--- src/rtl/exe_mem_reg_pkg.sv ---
// Shared core definitions for the EXE/MEM boundary: exception codes,
// memory access size encodings and the alignment helper.
package exe_mem_reg_pkg;

    localparam logic [4:0] EXC_ADEL = 5'h04;
    localparam logic [4:0] EXC_ADES = 5'h05;
    localparam logic [4:0] EXC_OV   = 5'h0C;
    localparam logic [4:0] EXC_TR   = 5'h0D;

    typedef enum logic [1:0] {
        MEM_BYTE = 2'd0,
        MEM_HALF = 2'd1,
        MEM_WORD = 2'd2
    } mem_size_e;

    // Byte accesses never fault; the unused encoding is treated as aligned.
    function automatic logic addr_misaligned(input logic [1:0] size, input logic [1:0] addr_lo);
        logic mis;
        case (size)
            MEM_HALF: mis = addr_lo[0];
            MEM_WORD: mis = |addr_lo;
            default:  mis = 1'b0;
        endcase
        return mis;
    endfunction

endpackage

--- src/rtl/exe_mem_reg_ex_detect.sv ---
// Combinational exception detection for the instruction in EXE.
// Trap detection is compiled in only when TRAP_INSN_EN is defined.
module exe_ex_detect
    import exe_mem_reg_pkg::*;
(
    input  logic        valid_i,
    input  logic        ex_in_i,
    input  logic [4:0]  excode_in_i,
    input  logic [31:0] pc_i,
    input  logic [31:0] alu_result_i,
    input  logic        ov_chk_i,
    input  logic        alu_overflow_i,
    input  logic [5:0]  trap_op_i,
    input  logic [5:0]  trap_flags_i,
    input  logic        mem_re_i,
    input  logic        mem_we_i,
    input  logic [1:0]  mem_size_i,
    output logic        ex_o,
    output logic [4:0]  excode_o,
    output logic [31:0] badvaddr_o
);

    logic trap_hit_s;
    logic misalign_s;

`ifdef TRAP_INSN_EN
    assign trap_hit_s = |(trap_op_i & trap_flags_i);
`else
    // Compare flags are still consumed, but can never raise Tr in this build.
    assign trap_hit_s = 1'b0 & (|(trap_op_i & trap_flags_i));
`endif

    assign misalign_s = addr_misaligned(mem_size_i, alu_result_i[1:0]);

    // Priority chain: upstream > Ov > Tr > address error.
    always_comb begin
        ex_o       = 1'b0;
        excode_o   = 5'h00;
        badvaddr_o = 32'h0000_0000;
        if (!valid_i) begin
            ex_o = 1'b0;
        end else if (ex_in_i) begin
            ex_o       = 1'b1;
            excode_o   = excode_in_i;
            badvaddr_o = (excode_in_i == EXC_ADEL) ? pc_i : 32'h0000_0000;
        end else if (ov_chk_i && alu_overflow_i) begin
            ex_o     = 1'b1;
            excode_o = EXC_OV;
        end else if (trap_hit_s) begin
            ex_o     = 1'b1;
            excode_o = EXC_TR;
        end else if (mem_re_i && misalign_s) begin
            ex_o       = 1'b1;
            excode_o   = EXC_ADEL;
            badvaddr_o = alu_result_i;
        end else if (mem_we_i && misalign_s) begin
            ex_o       = 1'b1;
            excode_o   = EXC_ADES;
            badvaddr_o = alu_result_i;
        end else begin
            ex_o = 1'b0;
        end
    end

endmodule

--- src/rtl/exe_mem_reg.sv ---
// EXE->MEM pipeline register with exception capture and flush handling.
// Optional trap detection: define TRAP_INSN_EN.
module exe_mem_reg
    import exe_mem_reg_pkg::*;
(
    input  logic        clk,
    input  logic        reset,
    input  logic        flush,
    input  logic        es_valid,
    input  logic [31:0] es_pc,
    input  logic [31:0] es_alu_result,
    input  logic        es_alu_overflow,
    input  logic        es_ov_chk,
    input  logic        es_trap_lt,
    input  logic        es_trap_ltu,
    input  logic        es_trap_ge,
    input  logic        es_trap_geu,
    input  logic        es_trap_eq,
    input  logic        es_trap_neq,
    input  logic [5:0]  es_trap_op,
    input  logic        es_mem_re,
    input  logic        es_mem_we,
    input  logic [1:0]  es_mem_size,
    input  logic [4:0]  es_dest,
    input  logic        es_ex_in,
    input  logic [4:0]  es_excode_in,
    input  logic        ms_allowin,
    output logic        es_allowin,
    output logic        es_ex_now,
    output logic        ms_valid,
    output logic        ms_ex,
    output logic        ms_mem_re,
    output logic        ms_mem_we,
    output logic [4:0]  ms_excode,
    output logic [31:0] ms_pc,
    output logic [31:0] ms_alu_result,
    output logic [31:0] ms_badvaddr,
    output logic [4:0]  ms_dest,
    output logic [1:0]  ms_mem_size
);

    logic        ex_det_s;
    logic [4:0]  ex_code_s;
    logic [31:0] ex_bad_s;
    logic        load_s;

    logic        ms_valid_q,   ms_valid_d;
    logic        ex_block_q,   ex_block_d;
    logic        ms_ex_q,      ms_ex_d;
    logic        ms_mem_re_q,  ms_mem_re_d;
    logic        ms_mem_we_q,  ms_mem_we_d;
    logic [4:0]  ms_excode_q,  ms_excode_d;
    logic [31:0] ms_pc_q,      ms_pc_d;
    logic [31:0] ms_alu_q,     ms_alu_d;
    logic [31:0] ms_bad_q,     ms_bad_d;
    logic [4:0]  ms_dest_q,    ms_dest_d;
    logic [1:0]  ms_size_q,    ms_size_d;

    exe_ex_detect u_ex_detect (
        .valid_i        (es_valid),
        .ex_in_i        (es_ex_in),
        .excode_in_i    (es_excode_in),
        .pc_i           (es_pc),
        .alu_result_i   (es_alu_result),
        .ov_chk_i       (es_ov_chk),
        .alu_overflow_i (es_alu_overflow),
        .trap_op_i      (es_trap_op),
        .trap_flags_i   ({es_trap_ltu, es_trap_lt, es_trap_geu, es_trap_ge, es_trap_neq, es_trap_eq}),
        .mem_re_i       (es_mem_re),
        .mem_we_i       (es_mem_we),
        .mem_size_i     (es_mem_size),
        .ex_o           (ex_det_s),
        .excode_o       (ex_code_s),
        .badvaddr_o     (ex_bad_s)
    );

    assign es_allowin = !ms_valid_q || ms_allowin;
    assign load_s     = es_allowin && es_valid;
    assign es_ex_now  = ex_det_s && !ex_block_q && !flush;

    // Next-state: flush wins over the handshake; blocked instructions enter as bubbles.
    always_comb begin
        ms_valid_d  = ms_valid_q;
        ex_block_d  = ex_block_q;
        ms_ex_d     = ms_ex_q;
        ms_mem_re_d = ms_mem_re_q;
        ms_mem_we_d = ms_mem_we_q;
        ms_excode_d = ms_excode_q;
        ms_pc_d     = ms_pc_q;
        ms_alu_d    = ms_alu_q;
        ms_bad_d    = ms_bad_q;
        ms_dest_d   = ms_dest_q;
        ms_size_d   = ms_size_q;

        if (flush) begin
            ms_valid_d = 1'b0;
            ex_block_d = 1'b0;
        end else if (es_allowin) begin
            ms_valid_d = es_valid && !ex_block_q;
            ex_block_d = ex_block_q || (es_valid && ex_det_s);
        end else begin
            ms_valid_d = ms_valid_q;
        end

        if (load_s) begin
            ms_ex_d     = ex_det_s;
            ms_excode_d = ex_det_s ? ex_code_s : 5'h00;
            ms_mem_re_d = es_mem_re && !ex_det_s;
            ms_mem_we_d = es_mem_we && !ex_det_s;
            ms_dest_d   = ex_det_s ? 5'd0 : es_dest;
            ms_pc_d     = es_pc;
            ms_alu_d    = es_alu_result;
            ms_bad_d    = ex_bad_s;
            ms_size_d   = es_mem_size;
        end else begin
            ms_ex_d = ms_ex_q;
        end
    end

    // State registers.
    always_ff @(posedge clk or posedge reset) begin
        if (reset) begin
            ms_valid_q  <= 1'b0;
            ex_block_q  <= 1'b0;
            ms_ex_q     <= 1'b0;
            ms_mem_re_q <= 1'b0;
            ms_mem_we_q <= 1'b0;
            ms_excode_q <= 5'h00;
            ms_pc_q     <= 32'h0000_0000;
            ms_alu_q    <= 32'h0000_0000;
            ms_bad_q    <= 32'h0000_0000;
            ms_dest_q   <= 5'd0;
            ms_size_q   <= 2'd0;
        end else begin
            ms_valid_q  <= ms_valid_d;
            ex_block_q  <= ex_block_d;
            ms_ex_q     <= ms_ex_d;
            ms_mem_re_q <= ms_mem_re_d;
            ms_mem_we_q <= ms_mem_we_d;
            ms_excode_q <= ms_excode_d;
            ms_pc_q     <= ms_pc_d;
            ms_alu_q    <= ms_alu_d;
            ms_bad_q    <= ms_bad_d;
            ms_dest_q   <= ms_dest_d;
            ms_size_q   <= ms_size_d;
        end
    end

    assign ms_valid      = ms_valid_q;
    assign ms_ex         = ms_ex_q;
    assign ms_mem_re     = ms_mem_re_q;
    assign ms_mem_we     = ms_mem_we_q;
    assign ms_excode     = ms_excode_q;
    assign ms_pc         = ms_pc_q;
    assign ms_alu_result = ms_alu_q;
    assign ms_badvaddr   = ms_bad_q;
    assign ms_dest       = ms_dest_q;
    assign ms_mem_size   = ms_size_q;

endmodule

--- config.mk ---
export PLATFORM = sky130hd
export DESIGN_NAME = exe_mem_reg
export DESIGN_NICKNAME = d
export VERILOG_FILES = /design/src/rtl/exe_mem_reg_pkg.sv /design/src/rtl/exe_mem_reg_ex_detect.sv /design/src/rtl/exe_mem_reg.sv
export SDC_FILE = /design/constraint.sdc
export NUM_CORES = 1
export LEC_CHECK = 0
export CAP_MARGIN = 20
export CORE_ASPECT_RATIO = 0.8
export CORE_UTILIZATION = 39
export DETAILED_ROUTE_END_ITERATION = 6
export GPL_ROUTABILITY_DRIVEN = 1
export PLACE_DENSITY_LB_ADDON = 0.12
export SYNTH_ARGS = -nofsm -noshare
export SYNTH_HDL_FRONTEND = slang
export SYNTH_SLANG_ARGS = --single-unit
--- constraint.sdc ---
create_clock -name clk -period 11.66 [get_ports clk]
set_input_delay 2.332 -clock clk [delete_from_list [all_inputs] [get_ports clk]]
set_output_delay 2.332 -clock clk [all_outputs]
set_load 0.03 [all_outputs]
==> flow_summary.json <==
{
  "grt_first_pass_wirelength_mm": 21.13,
  "slew_headroom_pct": 31.24,
  "fin_crit_ps": 6856,
  "final_hold_viol_count": 0,
  "irDropWorstVdd_mv": 0.1353,
  "drt_iter0_drc": 217,
  "holdCritPathClass": "flop to flop",
  "routedWlPerCell_um": 16.24,
  "dp_hpwl_mm": 8.891,
  "cts_tree": "built",
  "initial_core_util_pct": 40.24,
  "synth_area_um2": 4652,
  "routed_via_density": 4.989,
  "yosysSeqAreaShare_pct": 60.79,
  "area_growth_pct": 58.63,
  "setup_ws_ps": 4804,
  "syn_inst": 469,
  "io_pins": 212,
  "clockBufferDepth": 2,
  "overflow": 0,
  "worstSetupStartpointType": "input pin",
  "path_clk_slew_ps": 50,
  "setup_tns_ps": 0,
  "synth_nets": 569,
  "synth_edf_count": 0,
  "num_rows": 35,
  "numPortBuffers": 199,
  "drtPass1Iterations": 4,
  "power.density_nw_per_um2": 175.2,
  "slew_violations": 0,
  "p_total_mw": 1.293,
  "p_leak_nw": 3.477,
  "worstSetupEndpointType": "primary output",
  "grt_usage_pct": 22.63,
  "synth_top_area_share_pct": 60.79,
  "status": "finished clean",
  "finClkSkew_ps": 10.51,
  "ys_seq_elements": 113,
  "synth_cell_types": 31,
  "placed_cells": 791,
  "layout.nets": 762,
  "async_flop_share_pct": 100.0,
  "drc": 0,
  "grt_pass1_vias": 4107,
  "clk_latency_ps": 400,
  "cts_made_buffers": 17,
  "vias": 4106,
  "hold_buffers": 0,
  "cts_htree_levels": 4,
  "yosys.area.top_type": "dfrtp_1",
  "cts_sinks": 113,
  "fmax_ghz": 0.1459,
  "grt_antenna_before_repair": 0,
  "ys_dominant_reg_cell": "dfrtp_1",
  "post_cts_buffers": 0,
  "timing.hold.ws_ps": 463.3,
  "worst_pin_slew_ps": 1031,
  "fp.dieArea_um2": 12370,
  "synth_area_leaders": "dfrtp_1, nand2_1, a221o_1",
  "grt_start_max_net_pins": 101,
  "drt_wl_total_mm": 13.36,
  "antennaDiodeCount": 0,
  "setup-violations-final": 0,
  "post-route-period-util_pct": 58.80,
  "post-place-ws_ps": 4801,
  "critical_path_arrival_ps": 4520,
  "globalplace.congestion": 0.7692,
  "cts_resized": 0,
  "core-area_um2": 11560,
  "drive_gt1_share_pct": 8.444,
  "fp.dieH_um": 99.69,
  "cap_violations": 0,
  "yosysWarnings": 0,
  "rsz0062_at_grt": "false",
  "final-instance-count-excl-fill": 823,
  "worstSetupPathType": "input pin to primary output",
  "ctsRootBufferMaster": "clkbuf_16",
  "die_x_um": 124.1,
  "syn_avg_cell_area_um2": 9.919,
  "postRouteAntennaNets": 0,
  "crit_required_ps": 9330,
  "crit_fanout": 4
}
sequential cells by signal (all words and copies together) (netlist names):
name,cells
ms_ex,1
ms_valid,1
ms_pc,32
ms_mem_size,2
ms_dest,5
ms_mem_we,1
ms_mem_re,1
ms_alu_result,32
ms_badvaddr,32
ex_block_q,1
ms_excode,5
metrics by stage:
stage / utilization, % / instance area (um2)
after floorplan: - / 4652
after global placement: 58.16 / 6724
after detailed placement: 58.16 / 6724
after CTS: 63.83 / 7380
after global routing: 63.83 / 7380
final: 63.83 / 7380
critical path, cell delays in order:
cell	delay, ps
clkdlybuf4s50_1	490
inv_1	60
ha_1	310
a211oi_2	340
nor2_1	110
nor3_1	170
clkdlybuf4s50_1	700
cell families after synthesis:
| kind of cell | synth area share (%) |
|---|---|
| buffers and inverters | 3.577 |
| AO/OA/AOI/OAI | 12.64 |
| flip-flops | 60.79 |
| adder cells (fa/ha/maj) | 0.5378 |
| AND/OR/NAND/NOR | 22.46 |
cell usage after synthesis (2+ instances only):
cell type and number:
a21oi_1 19, a221o_1 17, a22o_1 7, and3_1 12, and3_2 6, buf_2 9
clkbuf_1 16, dfrtp_1 113, ha_1 2, inv_1 4, nand2_1 204, nand2b_1 2
nor2_1 19, o21ai_1 9, o2bb2ai_1 6, o2bb2ai_2 9
per-layer routing:
layer  routed length [um]  global-route usage, %  vias up
li1                     -                      -     1943
met1                 5697                  28.23     2020
met2                 6366                  36.04      133
met3                 1160                  7.913       10
met4                  138                  8.516        0
met5                    0                      0        -
path summary, 6_finish.rpt:
check | start | slack, ps | cells past startpoint | endpoint
max in group asynchronous | reset | 8030 | 3 | ms_badvaddr[15]
max reg2reg | ms_valid | 9210 | 5 | ms_badvaddr[26]
min in group asynchronous | reset | 2410 | 2 | ms_alu_result[7]
min reg2reg | ms_excode[1] | 460 | 2 | ms_excode[1]
max | es_mem_size[0] | 4800 | 7 | es_ex_now
min | ms_excode[1] | 460 | 2 | ms_excode[1]
placed cells by master, fill, tap and decap left out, types with 2 or more instances in the layout:
cell	count
nand2b_1	2
buf_4	4
nand2_1	203
and3_1	12
and3_2	6
inv_1	3
o2bb2ai_2	9
clkbuf_1	3
ha_1	2
dfrtp_1	113
clkbuf_16	17
a21oi_1	19
bufinv_16	5
o21ai_1	9
clkbuf_8	3
a22o_1	7
clkdlybuf4s50_1	199
clkinvlp_4	3
nor2_1	19
o2bb2ai_1	6
a221o_1	17
layout make-up:
type,instances,area [um2]
clock buffers,23,478.0
clock inverters,9,177.7
fillers,945,4182
inverters,5,21.27
multi-input cells,322,1668
flip-flops and latches,113,2828
well taps,148,185.2
repair buffers,203,2022
where the power goes:
part / internal (mW) / leakage (nW) / switching [mW]
Combinational: 0.113 / 1.75 / 0.158
Sequential: 0.431 / 1.42 / 0.0211
Clock: 0.396 / 0.310 / 0.174
Power figures use the tool's default switching activity.
